[config.mk]
export PLATFORM = sky130hd
export DESIGN_NAME = cvxif_copro_responder
export DESIGN_NICKNAME = d
export VERILOG_FILES = /design/src/rtl/cvxif_copro_pkg.sv /design/src/rtl/cvxif_copro_decoder.sv /design/src/rtl/cvxif_copro_responder.sv
export SDC_FILE = /design/constraint.sdc
export NUM_CORES = 1
export LEC_CHECK = 0
export CAP_MARGIN = 25
export CORE_MARGIN = 5
export CORE_UTILIZATION = 59
export DETAILED_ROUTE_END_ITERATION = 12
export GPL_TIMING_DRIVEN = 1
export HOLD_SLACK_MARGIN = 0.05
export PLACE_DENSITY = 0.88
export SYNTH_ARGS = -nofsm -noshare
export SYNTH_HDL_FRONTEND = slang
export SYNTH_SLANG_ARGS = --single-unit
[constraint.sdc]
create_clock -name clk_i -period 4.7 [get_ports clk_i]
set_clock_uncertainty 0.1 [all_clocks]
set_input_delay 1.41 -clock clk_i [delete_from_list [all_inputs] [get_ports clk_i]]
set_output_delay 1.41 -clock clk_i [all_outputs]
set_load 0.05 [all_outputs]
[src/rtl/cvxif_copro_pkg.sv]
// Shared types and constants for the CV-X-IF reference coprocessor.
// Latency: n/a (declarations only).
// Backpressure: n/a.
package cvxif_copro_pkg;

    // Storage widths of a pending entry; the responder's XLEN/IdWidth defaults track these.
    localparam int unsigned CoproXlen    = 64;
    localparam int unsigned CoproIdWidth = 3;

    // Width of the execute down-counter (MultiLatency is at most 15).
    localparam int unsigned LatCntWidth  = 4;

    localparam logic [6:0] OpcodeCustom3  = 7'b1111011;
    localparam logic [6:0] Funct7Add      = 7'b0000000;
    localparam logic [6:0] Funct7Nop      = 7'b0000001;
    localparam logic [6:0] Funct7AddMulti = 7'b0000010;
    localparam logic [2:0] Funct3Cus      = 3'b000;

    typedef enum logic [1:0] {
        OP_ADD,
        OP_NOP,
        OP_ADD_MULTI
    } op_e;

    typedef struct packed {
        logic [CoproIdWidth-1:0] id;
        logic [4:0]              rd;
        logic [CoproXlen-1:0]    rs1;
        logic [CoproXlen-1:0]    rs2;
        op_e                     op;
        logic                    committed;
        logic                    killed;
    } pending_entry_t;

    typedef enum logic [1:0] {
        ST_IDLE,
        ST_EXEC,
        ST_RESULT
    } fsm_state_e;

endpackage

[src/rtl/cvxif_copro_decoder.sv]
// Decodes a custom-3 instruction word into accept/writeback/op/rd.
// Latency: combinational, zero cycles.
// Backpressure: none; the caller gates the outputs with its own handshake.
// Ports: instr_i (32b word) -> accept_o, writeback_o, op_o, rd_o (rd forced to 0 for NOP).
// CUS_ADD_MULTI is decoded only when CVXIF_COPRO_MULTICYCLE_EN is defined.
module cvxif_copro_decoder
    import cvxif_copro_pkg::*;
(
    input  logic [31:0] instr_i,
    output logic        accept_o,
    output logic        writeback_o,
    output op_e         op_o,
    output logic [4:0]  rd_o
);

    // Source register fields are not needed: operands arrive on the issue bus.
    logic unused_instr_bits;
    assign unused_instr_bits = ^instr_i[24:15];

    always_comb begin
        accept_o    = 1'b0;
        writeback_o = 1'b0;
        op_o        = OP_NOP;
        rd_o        = 5'd0;
        if ((instr_i[6:0] == OpcodeCustom3) && (instr_i[14:12] == Funct3Cus)) begin
            case (instr_i[31:25])
                Funct7Add: begin
                    accept_o    = 1'b1;
                    writeback_o = 1'b1;
                    op_o        = OP_ADD;
                    rd_o        = instr_i[11:7];
                end
                Funct7Nop: begin
                    accept_o    = 1'b1;
                    op_o        = OP_NOP;
                end
`ifdef CVXIF_COPRO_MULTICYCLE_EN
                Funct7AddMulti: begin
                    accept_o    = 1'b1;
                    writeback_o = 1'b1;
                    op_o        = OP_ADD_MULTI;
                    rd_o        = instr_i[11:7];
                end
`endif
                default: begin
                    accept_o = 1'b0;
                end
            endcase
        end
    end

endmodule

[src/rtl/cvxif_copro_responder.sv]
// CV-X-IF responder: accepts custom-3 ops, buffers them in order, executes after commit.
// Latency: commit to result_valid_o is 2 cycles (ADD/NOP), MultiLatency+1 (ADD_MULTI).
// Backpressure: issue_ready_o drops when the pending buffer is full; results hold until result_ready_i.
// Ports: clk_i/rst_ni; issue channel (valid/ready/instr/id/rs1/rs2 -> accept/writeback);
//        commit channel (valid/id/kill); result channel (valid/ready/id/data/rd/we).
// Optional: CVXIF_COPRO_MULTICYCLE_EN enables CUS_ADD_MULTI and the execute counter.
module cvxif_copro_responder
    import cvxif_copro_pkg::*;
#(
    parameter int unsigned XLEN         = CoproXlen,
    parameter int unsigned IdWidth      = CoproIdWidth,
    parameter int unsigned NrEntries    = 4,
    parameter int unsigned MultiLatency = 4
) (
    input  logic               clk_i,
    input  logic               rst_ni,
    input  logic               issue_valid_i,
    output logic               issue_ready_o,
    input  logic [31:0]        issue_instr_i,
    input  logic [IdWidth-1:0] issue_id_i,
    input  logic [XLEN-1:0]    issue_rs1_i,
    input  logic [XLEN-1:0]    issue_rs2_i,
    output logic               issue_accept_o,
    output logic               issue_writeback_o,
    input  logic               commit_valid_i,
    input  logic [IdWidth-1:0] commit_id_i,
    input  logic               commit_kill_i,
    output logic               result_valid_o,
    input  logic               result_ready_i,
    output logic [IdWidth-1:0] result_id_o,
    output logic [XLEN-1:0]    result_data_o,
    output logic [4:0]         result_rd_o,
    output logic               result_we_o
);

    localparam int unsigned PtrW = $clog2(NrEntries);
    localparam int unsigned CntW = $clog2(NrEntries + 1);

    pending_entry_t       entry_q [NrEntries];
    pending_entry_t       entry_d [NrEntries];
    logic [NrEntries-1:0] vld_q, vld_d;
    logic [PtrW-1:0]      head_q, head_d;
    logic [PtrW-1:0]      tail_q, tail_d;
    logic [CntW-1:0]      count_q, count_d;
    fsm_state_e           state_q, state_d;

    logic                 res_vld_q, res_vld_d;
    logic [IdWidth-1:0]   res_id_q, res_id_d;
    logic [XLEN-1:0]      res_dat_q, res_dat_d;
    logic [4:0]           res_rd_q, res_rd_d;
    logic                 res_we_q, res_we_d;

`ifdef CVXIF_COPRO_MULTICYCLE_EN
    logic [LatCntWidth-1:0] cnt_q, cnt_d;
`else
    localparam int unsigned unused_multi_latency = MultiLatency;
`endif

    logic           dec_accept;
    logic           dec_writeback;
    op_e            dec_op;
    logic [4:0]     dec_rd;

    logic           full;
    logic           push;
    logic           pop;
    logic           exec_done;
    pending_entry_t head_e;
    logic           head_hit;
    logic           head_go;
    logic           head_kill;

    cvxif_copro_decoder u_decoder (
        .instr_i     (issue_instr_i),
        .accept_o    (dec_accept),
        .writeback_o (dec_writeback),
        .op_o        (dec_op),
        .rd_o        (dec_rd)
    );

    // Ready comes from the registered count, so a full buffer never pushes even if it pops.
    assign full              = (count_q == CntW'(NrEntries));
    assign issue_ready_o     = !full;
    assign push              = issue_valid_i && !full && dec_accept;
    assign issue_accept_o    = push;
    assign issue_writeback_o = push && dec_writeback;

    // A commit arriving this cycle for the head is honoured immediately, which is
    // what gives the 2-cycle commit-to-result latency for single-cycle ops.
    assign head_e    = entry_q[head_q];
    assign head_hit  = commit_valid_i && (head_e.id == commit_id_i);
    assign head_go   = head_e.committed || (head_hit && !commit_kill_i);
    assign head_kill = head_e.killed    || (head_hit &&  commit_kill_i);

    assign result_valid_o = res_vld_q;
    assign result_id_o    = res_id_q;
    assign result_data_o  = res_dat_q;
    assign result_rd_o    = res_rd_q;
    assign result_we_o    = res_we_q;

    always_comb begin
        entry_d   = entry_q;
        vld_d     = vld_q;
        head_d    = head_q;
        tail_d    = tail_q;
        state_d   = state_q;
        res_vld_d = res_vld_q;
        res_id_d  = res_id_q;
        res_dat_d = res_dat_q;
        res_rd_d  = res_rd_q;
        res_we_d  = res_we_q;
        pop       = 1'b0;
        exec_done = 1'b0;
`ifdef CVXIF_COPRO_MULTICYCLE_EN
        cnt_d     = cnt_q;
`endif

        // Commit decisions tag any buffered entry with a matching id; no match is a no-op.
        if (commit_valid_i) begin
            for (int i = 0; i < NrEntries; i++) begin
                if (vld_q[i] && (entry_q[i].id == commit_id_i)) begin
                    if (commit_kill_i) begin
                        entry_d[i].killed = 1'b1;
                    end else begin
                        entry_d[i].committed = 1'b1;
                    end
                end
            end
        end

        unique case (state_q)
            ST_IDLE: begin
                if (count_q != '0) begin
                    if (head_kill) begin
                        pop = 1'b1;
                    end else if (head_go) begin
                        state_d = ST_EXEC;
`ifdef CVXIF_COPRO_MULTICYCLE_EN
                        cnt_d = (head_e.op == OP_ADD_MULTI) ?
                                LatCntWidth'(MultiLatency - 1) : '0;
`endif
                    end
                end
            end
            ST_EXEC: begin
`ifdef CVXIF_COPRO_MULTICYCLE_EN
                exec_done = (cnt_q == '0);
                if (!exec_done) begin
                    cnt_d = cnt_q - LatCntWidth'(1);
                end
`else
                exec_done = 1'b1;
`endif
                if (exec_done) begin
                    res_vld_d = 1'b1;
                    res_id_d  = head_e.id;
                    res_dat_d = head_e.rs1 + head_e.rs2;
                    res_rd_d  = head_e.rd;
                    res_we_d  = (head_e.op != OP_NOP);
                    state_d   = ST_RESULT;
                end
            end
            ST_RESULT: begin
                if (result_ready_i) begin
                    pop       = 1'b1;
                    res_vld_d = 1'b0;
                    res_id_d  = '0;
                    res_dat_d = '0;
                    res_rd_d  = '0;
                    res_we_d  = 1'b0;
                    state_d   = ST_IDLE;
                end
            end
            default: begin
                state_d = ST_IDLE;
            end
        endcase

        if (pop) begin
            vld_d[head_q] = 1'b0;
            head_d        = head_q + PtrW'(1);
        end

        if (push) begin
            entry_d[tail_q].id        = issue_id_i;
            entry_d[tail_q].rd        = dec_rd;
            entry_d[tail_q].rs1       = issue_rs1_i;
            entry_d[tail_q].rs2       = issue_rs2_i;
            entry_d[tail_q].op        = dec_op;
            // A commit for the instruction being issued this very cycle is kept, not lost.
            entry_d[tail_q].committed = commit_valid_i && !commit_kill_i &&
                                        (commit_id_i == issue_id_i);
            entry_d[tail_q].killed    = commit_valid_i &&  commit_kill_i &&
                                        (commit_id_i == issue_id_i);
            vld_d[tail_q]             = 1'b1;
            tail_d                    = tail_q + PtrW'(1);
        end

        count_d = count_q + CntW'(push) - CntW'(pop);
    end

    always_ff @(posedge clk_i or negedge rst_ni) begin
        if (!rst_ni) begin
            for (int i = 0; i < NrEntries; i++) begin
                entry_q[i] <= '0;
            end
            vld_q     <= '0;
            head_q    <= '0;
            tail_q    <= '0;
            count_q   <= '0;
            state_q   <= ST_IDLE;
            res_vld_q <= 1'b0;
            res_id_q  <= '0;
            res_dat_q <= '0;
            res_rd_q  <= '0;
            res_we_q  <= 1'b0;
`ifdef CVXIF_COPRO_MULTICYCLE_EN
            cnt_q     <= '0;
`endif
        end else begin
            entry_q   <= entry_d;
            vld_q     <= vld_d;
            head_q    <= head_d;
            tail_q    <= tail_d;
            count_q   <= count_d;
            state_q   <= state_d;
            res_vld_q <= res_vld_d;
            res_id_q  <= res_id_d;
            res_dat_q <= res_dat_d;
            res_rd_q  <= res_rd_d;
            res_we_q  <= res_we_d;
`ifdef CVXIF_COPRO_MULTICYCLE_EN
            cnt_q     <= cnt_d;
`endif
        end
    end

endmodule

==> results of run 1 <==
[layout make-up]
cell class	count	area [um^2]	share of cell area
flip-flops and latches	647	16200	0.437
repair buffers	312	3220	0.0869
multi-input cells	2558	14500	0.390
clock buffers	98	1990	0.0536
diodes	3	7.51	0.000203
well taps	688	861	0.0232
inverters	41	154	0.00415
clock inverters	18	168	0.00452
[repair_timing]
item | in CTS | in global routing
setup endpoints to repair | 0 | 1
endpoints found under the hold margin | 0 | 0
gates resized for setup | 0 | 1
[tightest hold or removal path: stages (launching register included)]
cell and delay [ns]:
dfrtp_1 0.34, nand2_1 0.05, nand2_1 0.05
[path summary, 6_finish.rpt]
path / start / endpoint / slack (ns) / depth (start not counted)
max: head_q[0] / result_data_o[56] / 0.21 / 12
min: flip-flop / flip-flop / 0.37 / 2
max reg2reg: head_q[0] / result_data_o[56] / 0.21 / 12
min reg2reg: flip-flop / flip-flop / 0.37 / 2
max in group asynchronous: rst_ni / async pin / 2.64 / 3
min in group asynchronous: rst_ni / async pin / 0.72 / 1
[logic make-up after synthesis]
logic type,synth area share
multiplexers,0.0984
XOR/XNOR,0.0225
flip-flops,0.513
AND/OR/NAND/NOR,0.239
AO/OA/AOI/OAI,0.0662
adder cells (fa/ha/maj),0.0302
buffers and inverters,0.0307
[cells in the final DEF, fill, tap and decap left out, types with 60 or more instances in the layout]
cell	instances
o21ai_0	96
xnor2_1	60
clkdlybuf4s50_1	235
nand2_1	1711
dfrtp_1	645
nand3_1	68
ha_1	73
mux4_2	137
a21oi_1	85
clkbuf_16	71
[cell usage after synthesis, types with 3 or more instances]
master,number
o221ai_1,5
o21bai_1,14
clkbuf_1,181
nor2b_1,7
mux4_2,137
nand3_1,68
a211o_1,3
o21ai_0,96
nand2_1,1715
ha_1,73
nor4_1,8
a21o_1,27
or2_2,3
xor2_1,21
nor3_1,9
and2_1,9
nor2_1,40
a211oi_1,8
a31oi_1,8
a22o_1,4
or3_1,4
a21oi_1,85
xnor2_1,60
buf_2,21
inv_1,41
o211ai_1,7
nand2b_1,9
a32o_1,6
buf_1,8
nand4_1,30
o21ai_1,41
dfrtp_1,647
a2111oi_0,3
and3_1,9
o21a_1,11
[through the flow]
step	power, uW	utilization	hold slack (ns)	setup slack [ns]
2_1_floorplan	7330	-	0.340	0.372
3_3_place_gp	8290	0.661	0.351	0.257
3_5_place_dp	8330	0.661	0.358	0.231
4_1_cts	13600	0.702	0.373	0.177
5_1_grt	14000	0.702	0.389	0.0120
6_report	13600	0.702	0.371	0.207
[routing by layer]
metal	global-route usage	wire length (um)	part of all wire	vias to the layer above
li1	-	-	-	11700
met1	0.419	34300	0.36	13300
met2	0.518	45100	0.48	1780
met3	0.0692	9710	0.10	418
met4	0.166	5060	0.054	2
met5	0	12	0.00013	-
[power groups by stage]
stage	Sequential, uW	Combinational, uW	Clock, uW
after floorplan	6210	1120	0
after global placement	5970	2320	0
after detailed placement	5980	2350	0
after CTS	5880	2360	5340
after global routing	5890	2490	5570
final	5890	2360	5320
==> run summary, run 1 <==
- complete, no violations — run status
- 3097 — Initial DRC Count
- 4.49 ns — minimum clock period
- 59800 um — hpwl dp
- 0.434 — Flop pwr share
- flip-flop to flip-flop — worst min-delay path class
- 0.949 — final weighted congestion of routability-driven global placement
- 6.23 — Via-to-Cell Ratio
- 0.0371 mm^2 — Post-Layout Inst Area
- 0.60 ns — delay contributed by the slowest stage of the critical path
- 5.06 ns — required time at the worst-slack endpoint
- 0.392 — part of the total power dissipated in the clock network
- 0.332 mV — worst ir drop on vdd
- 4365 — non-filler cells, final
- 241 um — die width
- no — unrepaired setup endpoints after global routing
- 3870 uW — sw power
- 0.06 ns — clock-pin transition on the worst setup and hold timing paths
- 4 — antenna violations before repair
- 0.174 — Combinational Power Share
- 0.0528 mm^2 — area of the core region
- 0 — count of final hold-check violations
- 647 — total clock sinks
- 0 — overflow left after global routing
- 10 — Max Fanout on Critical Path
- 8 — drt first pass iters
- 3602 — FILL cells
- buf_4 > mux4_2 > ha_1 > o211ai_1 > a21oi_1 > o21bai_1 > o211ai_2 > a21oi_2 > o31a_1 > o31ai_2 > xnor2_1 > o21ai_1 — CP Cell Sequence
- 366 mW/mm^2 — Power Density
- 101 — maximum number of pins on one net before global-route repair
- 0.62 ns — clk_lat worst skew
- dfrtp_1 — top flip-flop cell by instance count after synthesis
- 0 — count of final setup violators
- 63 — number of distinct library cell variants in the gate-level netlist after synthesis
- 0 — DRC
- 4.86 ns — Arr. time, crit path
- 17.4% — Area growth, synth to finish
- 94300 um — Detailed Route WL
- 241 um — die extent in y
- 148000 um — wire length of the first global-routing pass
- 27700 — number of global-route vias before repair
- 4246 — placed cells
- 0 — number of buffers added for setup after CTS
- 69 — Num CTS Buffers
- 0 — hold-fix buffers at CTS
- 1.00 — async set-or-reset flop fraction in the synthesized netlist
- 0.285 — fraction of power spent switching nets
- flip-flop — startpoint class of the critical path
- 0.0189 uW — Leakage Power
- 0 — number of max-slew violations in the final report
- 0.0923 — ratio of cells with drive above 1 in the final layout
- 0.223 GHz — highest clock rate
- 0 — number of nets still failing antenna checks after routing
- 27200 — count of vias placed by the detailed router
- 9.13 um^2 — Avg Synthesized Cell Area
- 0.0349 mm^2 — dpl cell area
- 3 — Bufs on Longest Clock Path
- dfrtp_1, nand2_1, mux4_2 — top cells by area, synth
- 0 ns — Total Neg Setup Slack
- compound AO/OA/AOI/OAI gates — cell family with most CP delay
- 0 — Max Cap Violations
- 21.6 um — average wire per cell in the routed design
- 0.322 — overall fraction of global-route tracks in use
- 0 — Synth Warn #
- flip-flop to flip-flop — WS Path Type
- 9710 uW — cell-internal power
- dfrtp_1 — cell taking the most area after synthesis
- clkbuf_16 — CTS Root Cell
- 0.0316 mm^2 — netlist area before placement
- 3456 — Syn Inst Count
- 0.800 ns — slew of the pin with the lowest slew margin
- 3 — CTS H-tree lvls
- 0.0582 mm^2 — area of the die
- 238 — number of buffers inserted by port buffering
- 647 — Synth Register Bits
- 249 — top-level I/O count
- 0.956 — period utilisation layout
- 1 — count of buffer and inverter cells on the critical path
- 3703 — synthesized net count
- 0.466 — max_slew headroom
- 3876 — Final #Nets
- flip-flop — endpoint class of the critical path
- 0 — number of enable-type register cells in the synthesized netlist
- dfrtp_4 — Slowest cell on crit path
- yes — clock tree from TritonCTS
- 0.598 — starting density of the core
- 0.513 — area fraction of the dominant cell type after synthesis
- 84 — number of core rows
- 0.513 — sequential element share of the synthesized area
(Power assumes the default switching activity.)
==> run 2: changes to the inputs <==
--- a/config.mk
+++ b/config.mk
@@ -6,12 +6,15 @@
 export NUM_CORES = 1
 export LEC_CHECK = 0
 export CAP_MARGIN = 25
+export CELL_PAD_IN_SITES_DETAIL_PLACEMENT = 0
+export CELL_PAD_IN_SITES_GLOBAL_PLACEMENT = 1
 export CORE_MARGIN = 5
-export CORE_UTILIZATION = 59
+export CORE_UTILIZATION = 49
 export DETAILED_ROUTE_END_ITERATION = 12
 export GPL_TIMING_DRIVEN = 1
 export HOLD_SLACK_MARGIN = 0.05
 export PLACE_DENSITY = 0.88
 export SYNTH_ARGS = -nofsm -noshare
 export SYNTH_HDL_FRONTEND = slang
+export SYNTH_HIERARCHICAL = 1
 export SYNTH_SLANG_ARGS = --single-unit
==> run 2 against run 1 <==
Compared with the run above: wire length fell by 15%; via count shrank 25%; core utilization shrank 11 points; register-to-register slack barely moved; flip-flop and latch count stayed put; non-clock buffer count rose by 3; clock power is 6.6% higher; critical path depth fell by 5; sequential power grew 1%; fmax decreased by 4.0%; critical endpoint is now issue_writeback_o; largest cell class unchanged.
==> run summary, run 2 <==
- 0.512 — sequential element share of the synthesized area, -0.000771
- 3.19 ns — required time at the worst-slack endpoint, -1.87 ns
- 647 — Synth Register Bits, unchanged
- 3 — Bufs on Longest Clock Path, unchanged
- 0.783 ns — slew of the pin with the lowest slew margin, -0.0175 ns
- 1.00 — async set-or-reset flop fraction in the synthesized netlist, unchanged
- 22400 — number of global-route vias before repair, -19%
- 0.906 — final weighted congestion of routability-driven global placement, -4.5%
- dfrtp_1, mux2_2, mux4_2 — top cells by area, synth
- 0 — Max Cap Violations, unchanged
- 54800 um — hpwl dp, -8.3%
- flip-flop to flip-flop — worst min-delay path class
- complete, no violations — run status
- 3 — CTS H-tree lvls, unchanged
- 0.228 — overall fraction of global-route tracks in use, -0.0939
- 70 — Num CTS Buffers, +1.4%
- 0 — count of final setup violators, unchanged
- 264 um — die extent in y, +9.4%
- 148 — maximum number of pins on one net before global-route repair, +47%
- 0.61 ns — clk_lat worst skew, about the same
- 0.478 — max_slew headroom, +0.0117
- 0.267 mV — worst ir drop on vdd, -20%
- 3472 — non-filler cells, final, -20%
- 0.0642 mm^2 — area of the core region, +22%
- 0.0697 mm^2 — area of the die, +20%
- 0.06 ns — clock-pin transition on the worst setup and hold timing paths, about the same
- dfrtp_1 — cell with the most instances after synthesis
- 0.0183 uW — Leakage Power, -3.4%
- 0 ns — Total Neg Setup Slack, unchanged
- dfrtp_1, mux2_2, clkdlybuf4s50_1 — most used cells in the layout excluding fill and tap cells
- 5.87 — Via-to-Cell Ratio, -5.7%
- 19.5% — Area growth, synth to finish
- 5 — drt first pass iters, -3
- clkbuf_16 — CTS Root Cell
- 20400 — count of vias placed by the detailed router, -25%
- 264 um — die width, +9.4%
- 374 mW/mm^2 — Power Density, +2.2%
- 127000 um — wire length of the first global-routing pass, -14%
- 13.6 um^2 — Avg Synthesized Cell Area, +49%
- dfrtp_1 — top flip-flop cell by instance count after synthesis
- dfrtp_1, mux2_2, mux4_2, nand2_1, o21ai_0 — most instantiated cells after synthesis
- 0.588 — final core utilization, -0.114
- 0 — number of enable-type register cells in the synthesized netlist, unchanged
- 1447 — Initial DRC Count, -53%
- 0.0378 mm^2 — Post-Layout Inst Area, +2.0%
- 6 — Synth Warn #, +6
- 4.68 ns — minimum clock period, +0.186 ns
- yes — clock tree from TritonCTS
- 2323 — Syn Inst Count, -33%
- 0.395 ns — worst hold margin, +0.0238 ns
- 93 — number of core rows, +11%
- 0.353 — ratio of cells with drive above 1 in the final layout, +0.261
- 0 — number of max-slew violations in the final report, unchanged
- 0.996 — period utilisation layout, +0.0396
- 2570 — synthesized net count, -31%
- 249 — top-level I/O count, unchanged
- no — unrepaired setup endpoints after global routing
- output pin — endpoint class of the critical path
- dfrtp_1 — cell taking the most area after synthesis
- 0.512 — area fraction of the dominant cell type after synthesis, -0.000771
- dfrtp_1 — most common cell after layout, fill and taps aside
- 2 — antenna violations before repair, -2
- 0.0316 mm^2 — netlist area before placement, +0.15%
- 76 — number of distinct library cell variants in the gate-level netlist after synthesis, +21%
- input pin — startpoint class of the critical path
- 238 — number of buffers inserted by port buffering, unchanged
- 0 — overflow left after global routing, unchanged
- input pin to output pin — WS Path Type
- 3345 — placed cells, -21%
- 0.0354 mm^2 — dpl cell area, +1.4%
- 23.0 um — average wire per cell in the routed design, +6.7%
- 647 — total clock sinks, unchanged
- 2810 — Final #Nets, -28%
- 3.17 ns — Arr. time, crit path, -1.69 ns
- 0 — DRC, unchanged
- 0.492 — starting density of the core, -0.106
- 2 — Max Fanout on Critical Path, -8
- 80000 um — Detailed Route WL, -15%
- 0.214 GHz — highest clock rate, -4.0%
- 0 — count of final hold-check violations, unchanged
- 0 — number of nets still failing antenna checks after routing, unchanged
run 2: cell types whose count changed in the layout (fill, tap and decap cells not counted), sizes merged, moves of 9 or more:
cell	previous run	this run
nand2	1715	126
nand3	69	60
xor2	21	35
o21ai	137	109
xnor2	60	42
mux2	0	552
inv	47	33
nor3	9	19
run 2: critical path, cell delays in order:
cell and delay [ns]:
clkdlybuf4s50_1 0.40, or4b_4 0.55, nor3_4 0.19, and2_4 0.16
and3_4 0.19, and2_4 0.15, buf_12 0.13
run 2: kinds of logic after synthesis:
logic type | Yosys count | share of synthesized area
AO/OA/AOI/OAI | 310 | 0.0633
XOR/XNOR | 77 | 0.0213
adder cells (fa/ha/maj) | 75 | 0.0302
buffers and inverters | 176 | 0.0232
flip-flops | 647 | 0.512
multiplexers | 693 | 0.295
other | 1 | 0.000119
AND/OR/NAND/NOR | 344 | 0.0543
run 2: power by group:
group / switching (uW) / total [uW] / internal (uW)
clock: 2270 / 5670 / 3400
combinational: 1450 / 2530 / 1080
sequential: 233 / 5950 / 5710
total: 3950 / 14100 / 10200
run 2: per-stage QoR:
stage / setup WS, ns / power, uW
2_1_floorplan: 0.0477 / 7420
3_3_place_gp: 0.00469 / 8590
3_5_place_dp: 0.0144 / 8620
4_1_cts: 0.00460 / 14300
5_1_grt: 0.000353 / 14700
6_report: 0.0205 / 14100
run 2: final timing paths:
kind	slack, ns	to	cells after the start	from
max reg2reg	0.20	result_data_o[40]	13	head_q[0]
max in group asynchronous	2.47	async pin	2	rst_ni
min	0.39	entry_q[0]	1	entry_q[0]
min in group asynchronous	0.71	async pin	1	rst_ni
max	0.02	issue_writeback_o	7	issue_instr_i[29]
min reg2reg	0.39	entry_q[0]	1	entry_q[0]
run 2: area by class of cell:
class | count | area [um^2]
Antenna cell | 1 | 2.50
Clock buffer | 96 | 2010
Clock inverter | 29 | 365
Fill cell | 4963 | 26400
Inverter | 29 | 109
Multi-Input combinational cell | 1500 | 14800
Sequential cell | 647 | 16200
Tap cell | 855 | 1070
Timing Repair Buffer | 315 | 3280
run 2: what timing repair did:
item | 4_1_cts | 5_1_grt
hold buffers | 0 | 0
endpoints found under the setup margin | 0 | 2
buffers inserted | 0 | 1
resized for setup | 0 | 7
run 2: per-layer routing:
metal | GRT usage | vias up | share of wire
li1 | - | 9124 | -
met1 | 0.312 | 10600 | 0.43
met2 | 0.376 | 526 | 0.49
met3 | 0.0462 | 112 | 0.056
met4 | 0.0629 | 2 | 0.022
met5 | 0 | - | 0.00016
